<file path="config.mk">
export PLATFORM = sky130hd
export DESIGN_NAME = uart_tx_arbiter
export DESIGN_NICKNAME = d
export VERILOG_FILES = /design/src/rtl/uart_tx_arbiter.sv
export SDC_FILE = /design/constraint.sdc
export NUM_CORES = 1
export LEC_CHECK = 0
export CAP_MARGIN = 20
export CORE_MARGIN = 4
export CORE_UTILIZATION = 41
export CTS_BUF_LIST = sky130_fd_sc_hd__clkbuf_16
export CTS_CLUSTER_SIZE = 40
export DETAILED_ROUTE_END_ITERATION = 7
export PLACE_DENSITY_LB_ADDON = 0.15
export SYNTH_ARGS = -nofsm -noshare
export SYNTH_HDL_FRONTEND = slang
export SYNTH_SLANG_ARGS = --single-unit
</file>
<file path="constraint.sdc">
create_clock -name clock -period 2.2 [get_ports clock]
set_input_delay 0.22 -clock clock [delete_from_list [all_inputs] [get_ports clock]]
set_output_delay 0.22 -clock clock [all_outputs]
set_load 0.03 [all_outputs]
</file>
<file path="src/rtl/uart_tx_arbiter.sv">
// Round-robin, packet-granular sharing of one UART TX byte stream through a one-entry output register.
// Optional build macro UART_TX_TAG_EN: emit a tag byte (8'hA0 | grant_id) ahead of every grant.
module uart_tx_arbiter #(
    parameter int NREQ       = 4,
    parameter int DATA_WIDTH = 8,
    parameter int MAX_BURST  = 64
) (
    input  logic                       clock,
    input  logic                       reset,
    input  logic [NREQ-1:0]            req_valid,
    output logic [NREQ-1:0]            req_ready,
    input  logic [NREQ*DATA_WIDTH-1:0] req_bits,
    input  logic [NREQ-1:0]            req_last,
    output logic                       serial_out_valid,
    input  logic                       serial_out_ready,
    output logic [DATA_WIDTH-1:0]      serial_out_bits,
    output logic [$clog2(NREQ)-1:0]    grant_id,
    output logic                       busy
);
    localparam int GW = $clog2(NREQ);
    localparam int CW = $clog2(MAX_BURST + 1);
    localparam logic [CW-1:0] BURST_END = CW'(MAX_BURST - 1);

`ifdef UART_TX_TAG_EN
    typedef enum logic [1:0] {IDLE = 2'd0, HDR = 2'd1, XFER = 2'd2} state_t;
    localparam logic [7:0] TAG_BASE = 8'hA0;
`else
    typedef enum logic [1:0] {IDLE = 2'd0, XFER = 2'd2} state_t;
`endif

    state_t                state_q, state_d;
    logic [GW-1:0]         grant_q, grant_d;
    logic [GW-1:0]         rr_q, rr_d;
    logic [CW-1:0]         count_q, count_d;
    logic                  out_valid_q, out_valid_d;
    logic [DATA_WIDTH-1:0] out_bits_q, out_bits_d;
    logic                  load_en_s;
    logic [DATA_WIDTH-1:0] req_byte_s [NREQ];

    // First asserted requester strictly after the last winner, wrapping around.
    function automatic logic [GW-1:0] rr_pick(input logic [NREQ-1:0] v, input logic [GW-1:0] last);
        logic [GW-1:0] pick;
        logic [GW-1:0] cand;
        logic          found;
        pick  = last;
        found = 1'b0;
        for (int i = 1; i <= NREQ; i++) begin
            cand = GW'((int'(last) + i) % NREQ);
            if (!found && v[cand]) begin
                pick  = cand;
                found = 1'b1;
            end else begin
                found = found;
            end
        end
        return pick;
    endfunction

    for (genvar i = 0; i < NREQ; i++) begin : g_unpack
        assign req_byte_s[i] = req_bits[i*DATA_WIDTH +: DATA_WIDTH];
    end

    assign load_en_s        = !out_valid_q || serial_out_ready;
    assign serial_out_valid = out_valid_q;
    assign serial_out_bits  = out_bits_q;
    assign grant_id         = grant_q;
    assign busy             = (state_q != IDLE) || out_valid_q;

`ifdef UART_TX_TAG_EN
    logic [DATA_WIDTH-1:0] tag_s;
    assign tag_s = DATA_WIDTH'(TAG_BASE) | DATA_WIDTH'(grant_q);
`endif

    // Next-state, grant bookkeeping and output-register load decisions.
    always_comb begin
        state_d     = state_q;
        grant_d     = grant_q;
        rr_d        = rr_q;
        count_d     = count_q;
        out_bits_d  = out_bits_q;
        req_ready   = '0;
        // A drained register empties unless a new byte is loaded below.
        if (load_en_s) begin
            out_valid_d = 1'b0;
        end else begin
            out_valid_d = out_valid_q;
        end
        case (state_q)
            IDLE: begin
                if (|req_valid) begin
                    grant_d = rr_pick(req_valid, rr_q);
                    count_d = '0;
`ifdef UART_TX_TAG_EN
                    state_d = HDR;
`else
                    state_d = XFER;
`endif
                end else begin
                    state_d = IDLE;
                end
            end
`ifdef UART_TX_TAG_EN
            HDR: begin
                if (load_en_s) begin
                    out_bits_d  = tag_s;
                    out_valid_d = 1'b1;
                    state_d     = XFER;
                end else begin
                    state_d = HDR;
                end
            end
`endif
            XFER: begin
                req_ready[grant_q] = load_en_s;
                if (req_valid[grant_q] && load_en_s) begin
                    out_bits_d  = req_byte_s[grant_q];
                    out_valid_d = 1'b1;
                    count_d     = count_q + CW'(1);
                    if (req_last[grant_q] || (count_q == BURST_END)) begin
                        rr_d    = grant_q;
                        state_d = IDLE;
                    end else begin
                        state_d = XFER;
                    end
                end else begin
                    state_d = XFER;
                end
            end
            default: state_d = IDLE;
        endcase
    end

    // State and output registers; reset discards any pending byte.
    always_ff @(posedge clock or posedge reset) begin
        if (reset) begin
            state_q     <= IDLE;
            grant_q     <= '0;
            rr_q        <= GW'(NREQ - 1);
            count_q     <= '0;
            out_valid_q <= 1'b0;
            out_bits_q  <= '0;
        end else begin
            state_q     <= state_d;
            grant_q     <= grant_d;
            rr_q        <= rr_d;
            count_q     <= count_d;
            out_valid_q <= out_valid_d;
            out_bits_q  <= out_bits_d;
        end
    end
endmodule

</file>
=== After elaboration in Yosys (flattened, before gate mapping) ===
Cells that the tools add are included.

* Register bits: 22
* Logic and storage cells: 85

* Add/subtract/negate cells: 5
* Magnitude comparators: 7
* Eq/ne operators: 4
* Multiplexer cells: 41
* Bitwise gates (word level): 2
* Reductions and logical operators: 20

{| class="wikitable"
|+ Operators with widths
! kind !! count
|-
| $mux W1 || 19
|-
| $bmux W8 S2 || 1
|-
| $mux W8 || 2
|-
| $lt A2 B3 Y1 const B || 5
|-
| $mux W2 || 7
|-
| $mux W7 || 2
|-
| $pmux W7 S2 || 1
|-
| $bmux W1 S2 || 6
|-
| $add A7 B1 Y7 const B || 1
|-
| $eq A7 B6 Y1 const B || 1
|-
| $reduce_and A3 Y1 || 2
|-
| $logic_and A1 B1 Y1 || 5
|-
| $add A2 B1 Y2 const B || 2
|-
| $add A2 B2 Y2 const B || 2
|-
| $and A4 B4 Y4 || 1
|-
| $logic_not A1 Y1 || 4
|-
| $mux W4 || 1
|-
| $ne A2 B2 Y1 const B || 2
|-
| $pmux W2 S2 || 1
|-
| $reduce_and A2 Y1 || 2
|-
| $reduce_bool A2 Y1 || 2
|-
| $reduce_or A4 Y1 || 1
|-
| $ge A3 B3 Y1 const B || 1
|-
| $logic_or A1 B1 Y1 || 3
|-
| other kinds (5) || 5
|}

=== Logic depth before layout (Yosys ltp) ===
Gate-level depths: netlist of run 1.

* Depth in word-level cells: 19
* Mapped depth: 6
* Gate-level depth less buffers: 5

=== Least setup slack after synthesis of run 1 ===
Ideal clock, no wire load.

* Kind: register -> output
* Start: register grant_q[1] (netlist: grant_id[1])
* End: output port req_ready[2]
* Arrival: 1.732 ns
* Data required time: 1.980 ns
* Setup slack: 0.248 ns
* Cell stages (with the launch flop): 4
* Cell sequence: dfrtp_1 clkbuf_1 inv_1 nor3_1

* Cells in the longest elaborated chain, start to end: 6
* Elaborated cells between the ends (all ways): 7
* Classes of those cells: order compare (2); mux (3); bitwise (1); reduce/logical (1)

{| class="wikitable"
|+ Ends and longest elaborated chain
! element !! line !! RTL
|-
| from (decl) || 32 || <nowiki>logic [GW-1:0] grant_q, grant_d;</nowiki>
|-
| from (signal assigned) || 144 || <nowiki>grant_q <= grant_d;</nowiki>
|-
| $lt A2 B3 Y1 (implied by the code) or $ge A2 B1 Y1 (tied branches) || 114 || <nowiki>req_ready[grant_q] = load_en_s;</nowiki>
|-
| $logic_and A1 B1 Y1 (implied by the code) || 114 ||
|-
| $mux W1 (implied by the code) || 114 ||
|-
| $demux W1 S2 (*) || 114 ||
|-
| $and A4 B4 Y4 (no source line) (*) || n/a ||
|-
| $mux W4 (*) || 88 || <nowiki>case (state_q)</nowiki>
|-
| to (decl) || 11 || <nowiki>output logic [NREQ-1:0] req_ready,</nowiki>
|}

Mark *: on every way between the ends. The rest lies on a longest branch, timed or not.

=== Worst setup path after layout of run 1 ===
* Start: register grant_q[0] (netlist: grant_id[0])
* End: output port req_ready[3]

Same word-level chain as after synthesis.

==> impl_results.md, run 1 <==
- Synth async-reset ratio: 1.00
- Die X: 64.4 um
- Clock Sinks: 21
- Post-CTS Setup Bufs: 0
- Peak VDD IR: between 0.0009 and 0.001 V
- Synth area leader: dfrtp_1
- PostCTS Resize Cnt: 0
- Skew final: about 0.0014 ns
- Synth Instances: around 110
- Static leakage: slightly above 0.8 nW
- Synth top area share: 0.364
- Worst slew pin tran: between 0.3 and 0.4 ns
- Final Hold Fails: 0
- FMAX: between 0.4 and 0.5 GHz
- Period utilization: 0.923
- Setup TNS: 0 ns
- CP Max Fanout: 11
- Synth Cell Area: 1310 um2
- Data required, critical path: between 1.5 and 2 ns
- Routed wire length: approximately 3400 um
- Total congestion overflow: 0
- Antenna violations before repair: 0
- Yosys warnings: 0
- Minimum clock period after layout: between 2 and 2.5 ns
- Placed cells: about 210
- H-tree depth: 1
- Final net count: roughly 220
- Outcome: finished, final reports clean
- Max-capacitance violation count: 0
- R2R Path End: rr_q[0]
- Max clock buf depth: 2
- Total track usage: 0.173
- Largest cells by area after synthesis: dfrtp_1, mux4_2, mux2_1
- Total number of vias: ~1200
- Max Used Layer: met4
- Max stage delay on crit path: ~0.69 ns
- TritonCTS Buffers: 3
- Row count: 20
- Wire per inst: between 15 and 20 um
- PwrDens: around 1300 nW/um2
- Via/cell ratio: between 5 and 6
- Sequential area share after synthesis: 0.404
- DR pass1 iterations: 4
- Worst-path clk slew: ~0.06 ns
- CTS tree: built
- Placed inst area: 1960 um2
- Final setup fails: 0
- Metal3 WL: between 200 and 250 um
- Register bit total from synthesis: 21
- Io pins: 59
- First-pass GRT wire length: roughly 5700 um
- Power, Total: about 0.0027 W
- Layout Cells excl Fill: 217
- Yosys cell types: roughly 40
- EDFF count, synth: 0
- CP startpoint kind: flop
- Clock Latency Late Sink: roughly 0.25 ns
- Input/output buffers: slightly below 60
- Remaining DRCs: 0
- P&R area growth vs syn: 55.9%
- Share of layout cells above drive strength 1: 0.173
- Crit path DAT: around 1.8 ns
- Worst Hold Class: input port to async pin
- Vias in the first global route: about 1200
- Commonest non-fill, non-tap cell in the layout: clkdlybuf4s50_1
- Starting density of the core: 0.428
- Die ar.: a little over 4000 um2
- RSZ-0062 raised after global routing: no
- Post-synthesis area per instance: 12.0 um2
- Reg2Reg Setup Slack: around 0.36 ns
- Gp weighted congestion: 0.865
- Hold_buf cts: 0
- Syn_nets: about 150
- Final instance area: 2040 um2
- Reg2reg start: count_q[0]
- Max-slew violation count: 0
- Most frequent cells in the layout: clkdlybuf4s50_1, dfrtp_1, mux4_2
- Metal-1 WL: 1480 um
- CP cell instances: buf_4, nand3_1, nor2_1, clkdlybuf4s50_1
- Largest net degree at the start of global routing: 25
- Routed length on met2: about 1700 um
- CP Capture Type: output port
- Final HPWL DP: around 2800 um
- Cells on worst reg2reg path: 5
- Antenna diode count: 0
- Most used DFF post-synth: dfrtp_1
- DR iter-0 viols: 43
- Core ar.: around 3100 um2
- Post-DRT Antenna Nets: 0
- Relative slew slack: 0.783
- Worst Setup Path Type: flop to output port
- Die H: approximately 64 um
- CP max stage cell: clkdlybuf4s50_1
- Root Driver: clkbuf_16
==> final cells by class <==
type	instances	area [um2]
clock buffers	3	75.1
clock inverters	1	3.75
fillers	247	1020
inverters	7	26.3
multi-input cells	75	708
flip-flops and latches	21	528
well taps	44	55.1
repair buffers	66	641
==> registers in the layout, summed over array words and instances, names as in the netlist, named ones only <==
signal and cells:
serial_out_bits 8, count_q 7, grant_id 2, rr_q 2, state_q 1
==> cells by family (layout without fill, tap and decap cells) <==
logic type,count (synthesis),in the layout,share of synthesized area
AND/OR/NAND/NOR,30,30,0.126
AO/OA/AOI/OAI,22,22,0.129
multiplexers,22,22,0.277
flip-flops,21,21,0.404
buffers and inverters,13,77,0.0536
adder cells (fa/ha/maj),1,1,0.00958
==> Yosys cell counts, types with 2 or more instances <==
library cell  instances
buf_2                 2
buf_6                 2
dfrtp_1              19
dfstp_2               2
inv_1                 7
mux2_1                7
mux2_2                2
mux2i_1               2
mux4_2               10
nand2_1               5
nand2b_1              2
nand3_1               4
nor2_1                6
nor2b_1               2
nor3_1                3
o211ai_1              4
o21ai_1               3
o31ai_1               3
or3_1                 2
==> worst max-delay path: cells and delay by family (launching register included) <==
kind	cells	cell delay, ns
buffers and inverters	2	0.93
flip-flops	1	0.41
AND/OR/NAND/NOR	2	0.22
==> where the power goes <==
part           switching, W  internal, W  total [W]
Combinational      0.000805     0.000782    0.00159
Sequential         0.000168     0.000572   0.000740
Clock              0.000132     0.000242   0.000374
Total               0.00110      0.00160    0.00270
==> worst max path at each step <==
stage | start | depth (start not counted) | end
after floorplan | grant_id[1] | 3 | req_ready[2]
after global placement | req_valid[3] | 4 | serial_out_bits[6]
after detailed placement | req_valid[3] | 5 | rr_q[0]
after CTS | grant_id[0] | 4 | req_ready[1]
after global routing | grant_id[0] | 4 | req_ready[1]
final | grant_id[0] | 4 | req_ready[3]
==> metal layers <==
layer | up-vias | GRT usage
li1 | 551 | -
met1 | 566 | 0.214
met2 | 45 | 0.300
met3 | 5 | 0.0416
met4 | 0 | 0.0475
met5 | - | 0
==> through the flow <==
stage | hold WS [ns] | util | setup WS, ns
after floorplan | 0.195 | - | 0.248
after global placement | 0.474 | 0.641 | 0.212
after detailed placement | 0.481 | 0.641 | 0.153
after CTS | 0.323 | 0.667 | 0.157
after global routing | 0.351 | 0.667 | 0.0428
final | 0.316 | 0.667 | 0.169
(Power assumes the default switching activity.)
==> inputs of run 2 (changes only) <==
--- a/config.mk
+++ b/config.mk
@@ -9,7 +9,7 @@
 export CORE_MARGIN = 4
 export CORE_UTILIZATION = 41
 export CTS_BUF_LIST = sky130_fd_sc_hd__clkbuf_16
-export CTS_CLUSTER_SIZE = 40
+export CTS_CLUSTER_SIZE = 10
 export DETAILED_ROUTE_END_ITERATION = 7
 export PLACE_DENSITY_LB_ADDON = 0.15
 export SYNTH_ARGS = -nofsm -noshare
==> results of run 2 <==
No change in the layout: final DEF, timing and power equal those of run 1.
